<file path="config.mk">
export PLATFORM = sky130hd
export DESIGN_NAME = pool_mem_arbiter
export DESIGN_NICKNAME = d
export VERILOG_FILES = /design/src/rtl/pool_mem_arbiter.sv
export SDC_FILE = /design/constraint.sdc
export NUM_CORES = 1
export LEC_CHECK = 0
export BUFFER_PORTS_ARGS = -buffer_cell sky130_fd_sc_hd__buf_4
export CELL_PAD_IN_SITES_DETAIL_PLACEMENT = 1
export CELL_PAD_IN_SITES_GLOBAL_PLACEMENT = 2
export CORE_ASPECT_RATIO = 1.5
export CORE_UTILIZATION = 18
export CTS_CLUSTER_SIZE = 12
export DETAILED_ROUTE_END_ITERATION = 12
export PLACE_DENSITY_LB_ADDON = 0.1
export SKIP_LAST_GASP = 1
export SYNTH_ARGS = -nofsm -noshare
export SYNTH_HDL_FRONTEND = slang
export SYNTH_SLANG_ARGS = --single-unit
</file>
<file path="constraint.sdc">
create_clock -name clock -period 2.6 [get_ports clock]
set_input_delay 0.65 -clock clock [delete_from_list [all_inputs] [get_ports clock]]
set_output_delay 0.65 -clock clock [all_outputs]
set_load 0.01 [all_outputs]
</file>
<file path="src/rtl/pool_mem_arbiter.sv">
// Single-buffer ownership arbiter for the pool output memory: producer fills a frame, consumer drains it.
// Optional ownership watchdog enabled by defining POOL_ARB_TIMEOUT_EN (adds the timeout_err port).
module pool_mem_arbiter #(
    parameter int POOL_ADDR_WIDTH = 10,
    parameter int FRAME_CNT_WIDTH = 8,
    parameter int TIMEOUT_CYCLES  = 4096,
    parameter int TIMEOUT_WIDTH   = 13
) (
    input  logic                       clock,
    input  logic                       reset,
    input  logic                       prod_req,
    input  logic                       prod_done,
    input  logic [POOL_ADDR_WIDTH-1:0] prod_addr_a,
    input  logic [POOL_ADDR_WIDTH-1:0] prod_addr_b,
    input  logic                       prod_rden_a,
    input  logic                       prod_rden_b,
    input  logic                       prod_wren_a,
    input  logic                       prod_wren_b,
    input  logic                       cons_req,
    input  logic                       cons_done,
    input  logic [POOL_ADDR_WIDTH-1:0] cons_addr_a,
    input  logic [POOL_ADDR_WIDTH-1:0] cons_addr_b,
    input  logic                       cons_rden_a,
    input  logic                       cons_rden_b,
    input  logic                       cons_wren_a,
    input  logic                       cons_wren_b,
    output logic                       prod_gnt,
    output logic                       cons_gnt,
    output logic                       buf_full,
    output logic [POOL_ADDR_WIDTH-1:0] mem_addr_a,
    output logic [POOL_ADDR_WIDTH-1:0] mem_addr_b,
    output logic                       mem_rden_a,
    output logic                       mem_rden_b,
    output logic                       mem_wren_a,
    output logic                       mem_wren_b,
    output logic [FRAME_CNT_WIDTH-1:0] frame_cnt,
    output logic                       viol
`ifdef POOL_ARB_TIMEOUT_EN
    ,
    output logic                       timeout_err
`endif
);

    typedef enum logic [1:0] {S_EMPTY, S_PROD, S_FULL, S_CONS} state_t;

    state_t state;
    state_t state_next;

    logic prod_any_en;
    logic cons_any_en;

    assign prod_any_en = prod_rden_a | prod_rden_b | prod_wren_a | prod_wren_b;
    assign cons_any_en = cons_rden_a | cons_rden_b | cons_wren_a | cons_wren_b;

`ifdef POOL_ARB_TIMEOUT_EN
    logic [TIMEOUT_WIDTH-1:0] tmo_cnt;
    logic                     tmo_expired;

    assign tmo_expired = (tmo_cnt == TIMEOUT_WIDTH'(TIMEOUT_CYCLES - 1));
`else
    logic unused_timeout_cfg;

    assign unused_timeout_cfg = ^(TIMEOUT_WIDTH'(TIMEOUT_CYCLES));
`endif

    always_ff @(posedge clock or negedge reset) begin
        if (!reset) begin
            state <= S_EMPTY;
        end else begin
            state <= state_next;
        end
    end

    // A done pulse only matters in the state that owns the buffer; it beats a watchdog expiry.
    always_comb begin
        state_next = state;
        case (state)
            S_EMPTY: begin
                if (prod_req) begin
                    state_next = S_PROD;
                end
            end
            S_PROD: begin
                if (prod_done) begin
                    state_next = S_FULL;
                end
`ifdef POOL_ARB_TIMEOUT_EN
                else if (tmo_expired) begin
                    state_next = S_EMPTY;
                end
`endif
            end
            S_FULL: begin
                if (cons_req) begin
                    state_next = S_CONS;
                end
            end
            S_CONS: begin
                if (cons_done) begin
                    state_next = S_EMPTY;
                end
`ifdef POOL_ARB_TIMEOUT_EN
                else if (tmo_expired) begin
                    state_next = S_EMPTY;
                end
`endif
            end
            default: state_next = S_EMPTY;
        endcase
    end

    always_comb begin
        prod_gnt   = 1'b0;
        cons_gnt   = 1'b0;
        buf_full   = 1'b0;
        mem_addr_a = '0;
        mem_addr_b = '0;
        mem_rden_a = 1'b0;
        mem_rden_b = 1'b0;
        mem_wren_a = 1'b0;
        mem_wren_b = 1'b0;
        case (state)
            S_PROD: begin
                prod_gnt   = 1'b1;
                mem_addr_a = prod_addr_a;
                mem_addr_b = prod_addr_b;
                mem_rden_a = prod_rden_a;
                mem_rden_b = prod_rden_b;
                mem_wren_a = prod_wren_a;
                mem_wren_b = prod_wren_b;
            end
            S_FULL: begin
                buf_full = 1'b1;
            end
            S_CONS: begin
                cons_gnt   = 1'b1;
                buf_full   = 1'b1;
                mem_addr_a = cons_addr_a;
                mem_addr_b = cons_addr_b;
                mem_rden_a = cons_rden_a;
                mem_rden_b = cons_rden_b;
                mem_wren_a = cons_wren_a;
                mem_wren_b = cons_wren_b;
            end
            default: begin
            end
        endcase
    end

    always_ff @(posedge clock or negedge reset) begin
        if (!reset) begin
            frame_cnt <= '0;
        end else if (state == S_CONS && cons_done) begin
            frame_cnt <= frame_cnt + 1'b1;
        end
    end

    // Sticky flag for any requester touching the memory without owning it.
    always_ff @(posedge clock or negedge reset) begin
        if (!reset) begin
            viol <= 1'b0;
        end else if ((prod_any_en && state != S_PROD) || (cons_any_en && state != S_CONS)) begin
            viol <= 1'b1;
        end
    end

`ifdef POOL_ARB_TIMEOUT_EN
    always_ff @(posedge clock or negedge reset) begin
        if (!reset) begin
            tmo_cnt <= '0;
        end else if (state_next != state) begin
            tmo_cnt <= '0;
        end else if (state == S_PROD || state == S_CONS) begin
            tmo_cnt <= tmo_cnt + 1'b1;
        end
    end

    always_ff @(posedge clock or negedge reset) begin
        if (!reset) begin
            timeout_err <= 1'b0;
        end else if (tmo_expired && ((state == S_PROD && !prod_done) ||
                                     (state == S_CONS && !cons_done))) begin
            timeout_err <= 1'b1;
        end
    end
`endif

endmodule

</file>
Word level (Yosys, flattened, before mapping). Index checks and enable logic that the tools add are counted.

Reductions and logical operators: 7. Bitwise gates (word level): 6. Add/subtract/negate cells: 1. Muxes and demuxes: 14. Eq/ne operators: 9.

Operators with widths (count): 10-bit one-hot mux with 2 select lines (2); 2-bit != test (second input constant) (5); 8-bit by 1-bit adder with 8-bit output (second input constant) (1); 2-bit two-way mux (4); 1-bit one-hot mux with 2 select lines (4); 2-bit one-hot mux with 4 select lines (1); 1-bit OR (6); 2-bit == test (second input constant) (2); 4-bit AND reduction (1); 1-bit logical AND (3); 1-bit two-way mux (3); 2-bit by 1-bit == test with 1-bit output (second input constant) (1); 2-bit zero test (1); 2-bit by 1-bit != test with 1-bit output (second input constant) (1); 2-bit OR reduction (1); 1-bit logical OR (1).

Bits in registers: 11. Bits of input ports: 54. Output and inout bits: 36. Logic and storage cells: 40.

Depth between registers and ports, before layout.
Depth in word-level cells: 5. Depth in mapped cells: 6. Mapped depth without buffers: 5.

Worst setup path before layout. Ideal clock, no wire load.

Path type: register -> output. From: register state[1]. To: output port mem_addr_a[0]. Data arrival time: 1.386 ns. Buffers on the path: 1. Slack: 0.564 ns. Stages on the path, launching flop included: 7. Cells stage by stage: dfrtp_1 -> inv_1 -> ha_1 -> nor2_1 -> nor2b_1 -> buf_2 -> a22o_1.

Word-level cells in the longest chain between the ends: 2.

RTL lines: start, declared (line 46) `state_t state;`; start signal, assigned (line 70) `state <= state_next;`; 2-bit == test / 2-bit by 1-bit == test with 1-bit output (equally long branches) (line 122) `case (state)`; 10-bit one-hot mux with 2 select lines (*) (line 122); end, declared (line 30) `output logic [POOL_ADDR_WIDTH-1:0] mem_addr_a,`.

Every way passes the cells marked *; elsewhere a longest branch is shown, timed or not.

Final worst setup path.
From: register state[1]. To: output port mem_rden_a.

Word-level cells in the longest chain between the ends: 2.

RTL lines: 2-bit == test / 2-bit by 1-bit == test with 1-bit output (equally long branches) (line 122); 1-bit one-hot mux with 2 select lines (*) (line 122); end, declared (line 32) `output logic mem_rden_a,`.

Marked as above.

==> run metrics <==
R2R cell count=4; fmax=417 MHz; CTS Sinks=11; Post-DRT Antenna Nets=0; Die ar.=roughly 5100 sq um; Die W=58.5 um; Worst Max-Slew Pin Slew=0.336 ns; clk root buf=clkbuf_8; port buffer count=just under 90; sequential cell area=between 200 and 300 sq um; Post-CTS Hold Buffers=0; Ys Warns=0; critical path data required time=1.95 ns; worst vdd ir=0.357 mV; post-CTS setup buffers=0; pwr dens=938 nW/um^2; HP Class=in -> async; Synth Area in Adders=10.2%; hpwl dp=2770 um; Crit. End Element=primary output; met2 wire len=1690 um; Final setup viols=0; via count=1048; DRC=0; clk_lat worst skew=0.24 ns; Compound-Gate Fraction of Synth Area=28.3%; Yosys top cell by area=dfrtp_1; CP bufs+invs=3; Clock Skew=~0.00020 ns; max-cap check violation count=0; post-synthesis simple-gate area fraction=14.5%; top cell type's share of synthesized area=a little under a third; CP delay by family, top=buffers and inverters; final cycle utilization of the critical path=92.3%; CTS buffer count=3; max-slew violations=0; synthesized flop and latch total=11; largest net degree at the start of global routing=25; Seq/Total Area, Yosys=around a third; first-pass GRT wire length=roughly 5200 um; top sig layer=met4; Leakage=approximately 0.88 nW; row count=30; most common cell after layout, fill and taps aside=buf_4; total gr overflow=0; Synth Cell Area=862 sq um; Synth area leaders=dfrtp_1 32%, a22o_1 22%, ha_1 10%, xor2_1 5.1%, a2111oi_4 3.2%; mux cell area share after synthesis=between 4 and 5%; Post-Syn Nets=146; most used cell, CP=buf_4; Syn-to-layout area delta=92.0%; most frequent cells in the layout=91 x buf_4, 22 x a22o_1, 11 x dfrtp_1, 7 x ha_1; WL/cell=13.8 um; io pins=90; CTS H-tree lvls=1; slowest stage delay, CP=~0.4 ns; WL met1=1230 um; xor/xnor share of the synthesized area=7.11%; Via density=4.37; clock transition at the registers of the reported paths=0.05 ns; CP arrival=~1.8 ns; Layout fillers=~550; Starting Density=18.8%; hold_ws=between 0.2 and 0.25 ns; Unique masters post-synth=23; Routed WL=3300 um; largest family of logic cells by synthesized area=compound AO/OA/AOI/OAI gates; fin nets=238; WS Path Type=reg -> out; RSZ-0062 raised after global routing=no; initial antenna violation count=0; Die Ht=86.8 um; All-Layer GR Usage=13.3%; CTS Buffer Depth=2; mean post-synth cell area=10.1 sq um; status=finished clean; router iterations before antenna repair=3; crit start category=register; Util after Layout=36.1%; Core Area=around 4600 sq um; vias in the first global route=1129; Inserted Diodes=0; aggregate negative setup slack=0 ns; post-route minimum period=2.40 ns; global placement routability congestion=~0.73; share of layout cells above drive strength 1=57.4%; Synth Instances=85; CTS tree=yes; met3 wire len=327 um; Worst path slowest cell=dfrtp_1; DRT iter0 DRCs=30; Crit. path cell count=7; final hold violations=0; critical-path maximum fanout=22; multi-input logic area=557 sq um; crit path cell chain=inv_1, ha_1, nor2_2, nor2b_1, buf_4, a22o_1, buf_4; Max-slew headroom=77.6%
[sequential cells by signal (all words and copies together), names as in the netlist]
name / flops
frame_cnt: 8
state: 2
viol: 1
[stage by stage]
step | total power (W) | setup slack [ns] | cells | area (sq um)
after floorplan | 0.000887 | 0.564 | 85 | 862
after global placement | 0.00138 | 0.469 | 236 | 1610
after detailed placement | 0.00140 | 0.375 | 236 | 1610
after CTS | 0.00158 | 0.120 | 240 | 1650
after global routing | 0.00168 | 0.00527 | 240 | 1660
final | 0.00155 | 0.201 | 240 | 1660
[power breakdown]
group | switching [W] | internal, W | total (W)
registers | 0.0000659 | 0.000224 | 0.000290
logic | 0.000499 | 0.000593 | 0.00109
clock network | 0.0000625 | 0.000108 | 0.000170
total | 0.000628 | 0.000925 | 0.00155
[logic make-up (layout without fill, tap and decap cells)]
| logic type | after synthesis | count (layout) |
|---|---|---|
| compound gates | 26 | 26 |
| xor+xnor | 7 | 7 |
| fa+ha+maj | 7 | 7 |
| buf+inv | 8 | 99 |
| flops | 11 | 11 |
| mux | 3 | 3 |
| simple gates | 23 | 23 |
[layout make-up]
| class | instances | share of cell area [%] |
|---|---|---|
| Timing Repair Buffer | 91 | 41.3 |
| Multi-Input combinational cell | 66 | 33.6 |
| Sequential cell | 11 | 16.6 |
| Tap cell | 64 | 4.84 |
| Clock buffer | 4 | 2.72 |
| Inverter | 4 | 0.907 |
[final timing paths]
kind                              startpoint      endpoint  slack [ns]
worst max-delay path                state[1]    mem_rden_a        0.20
worst min-delay path                   reset          viol        0.24
worst max register to register      state[0]      state[1]        0.88
worst min register to register  frame_cnt[7]  frame_cnt[7]        0.47
max in group asynchronous              reset      state[0]        2.21
min in group clock              frame_cnt[7]  frame_cnt[7]        0.47
[Yosys cell counts, drive strengths merged]
master and instances:
a22o 22, dfrtp 11, ha 7, nor2 6, nand2 5, xor2 5
inv 4, nor2b 4, nor4 3, a22oi 2, buf 2, clkbuf 2
mux2 2, nand3 2, nor3 2, xnor2 2, a2111oi 1, mux2i 1
o221ai 1, or2 1
[metal layers]
| layer | GRT usage [%] | up-vias |
|---|---|---|
| met3 | 2.24 | 5 |
| met1 | 14.9 | 487 |
| met4 | 6.06 | 0 |
| li1 | - | 498 |
| met5 | 0 | - |
| met2 | 24.1 | 58 |
[what timing repair did]
action,4_1_cts,5_1_grt
hold endpoints to repair,0,0
resized for setup,0,1
setup endpoints to repair,0,22
Power figures use the tool's default switching activity.
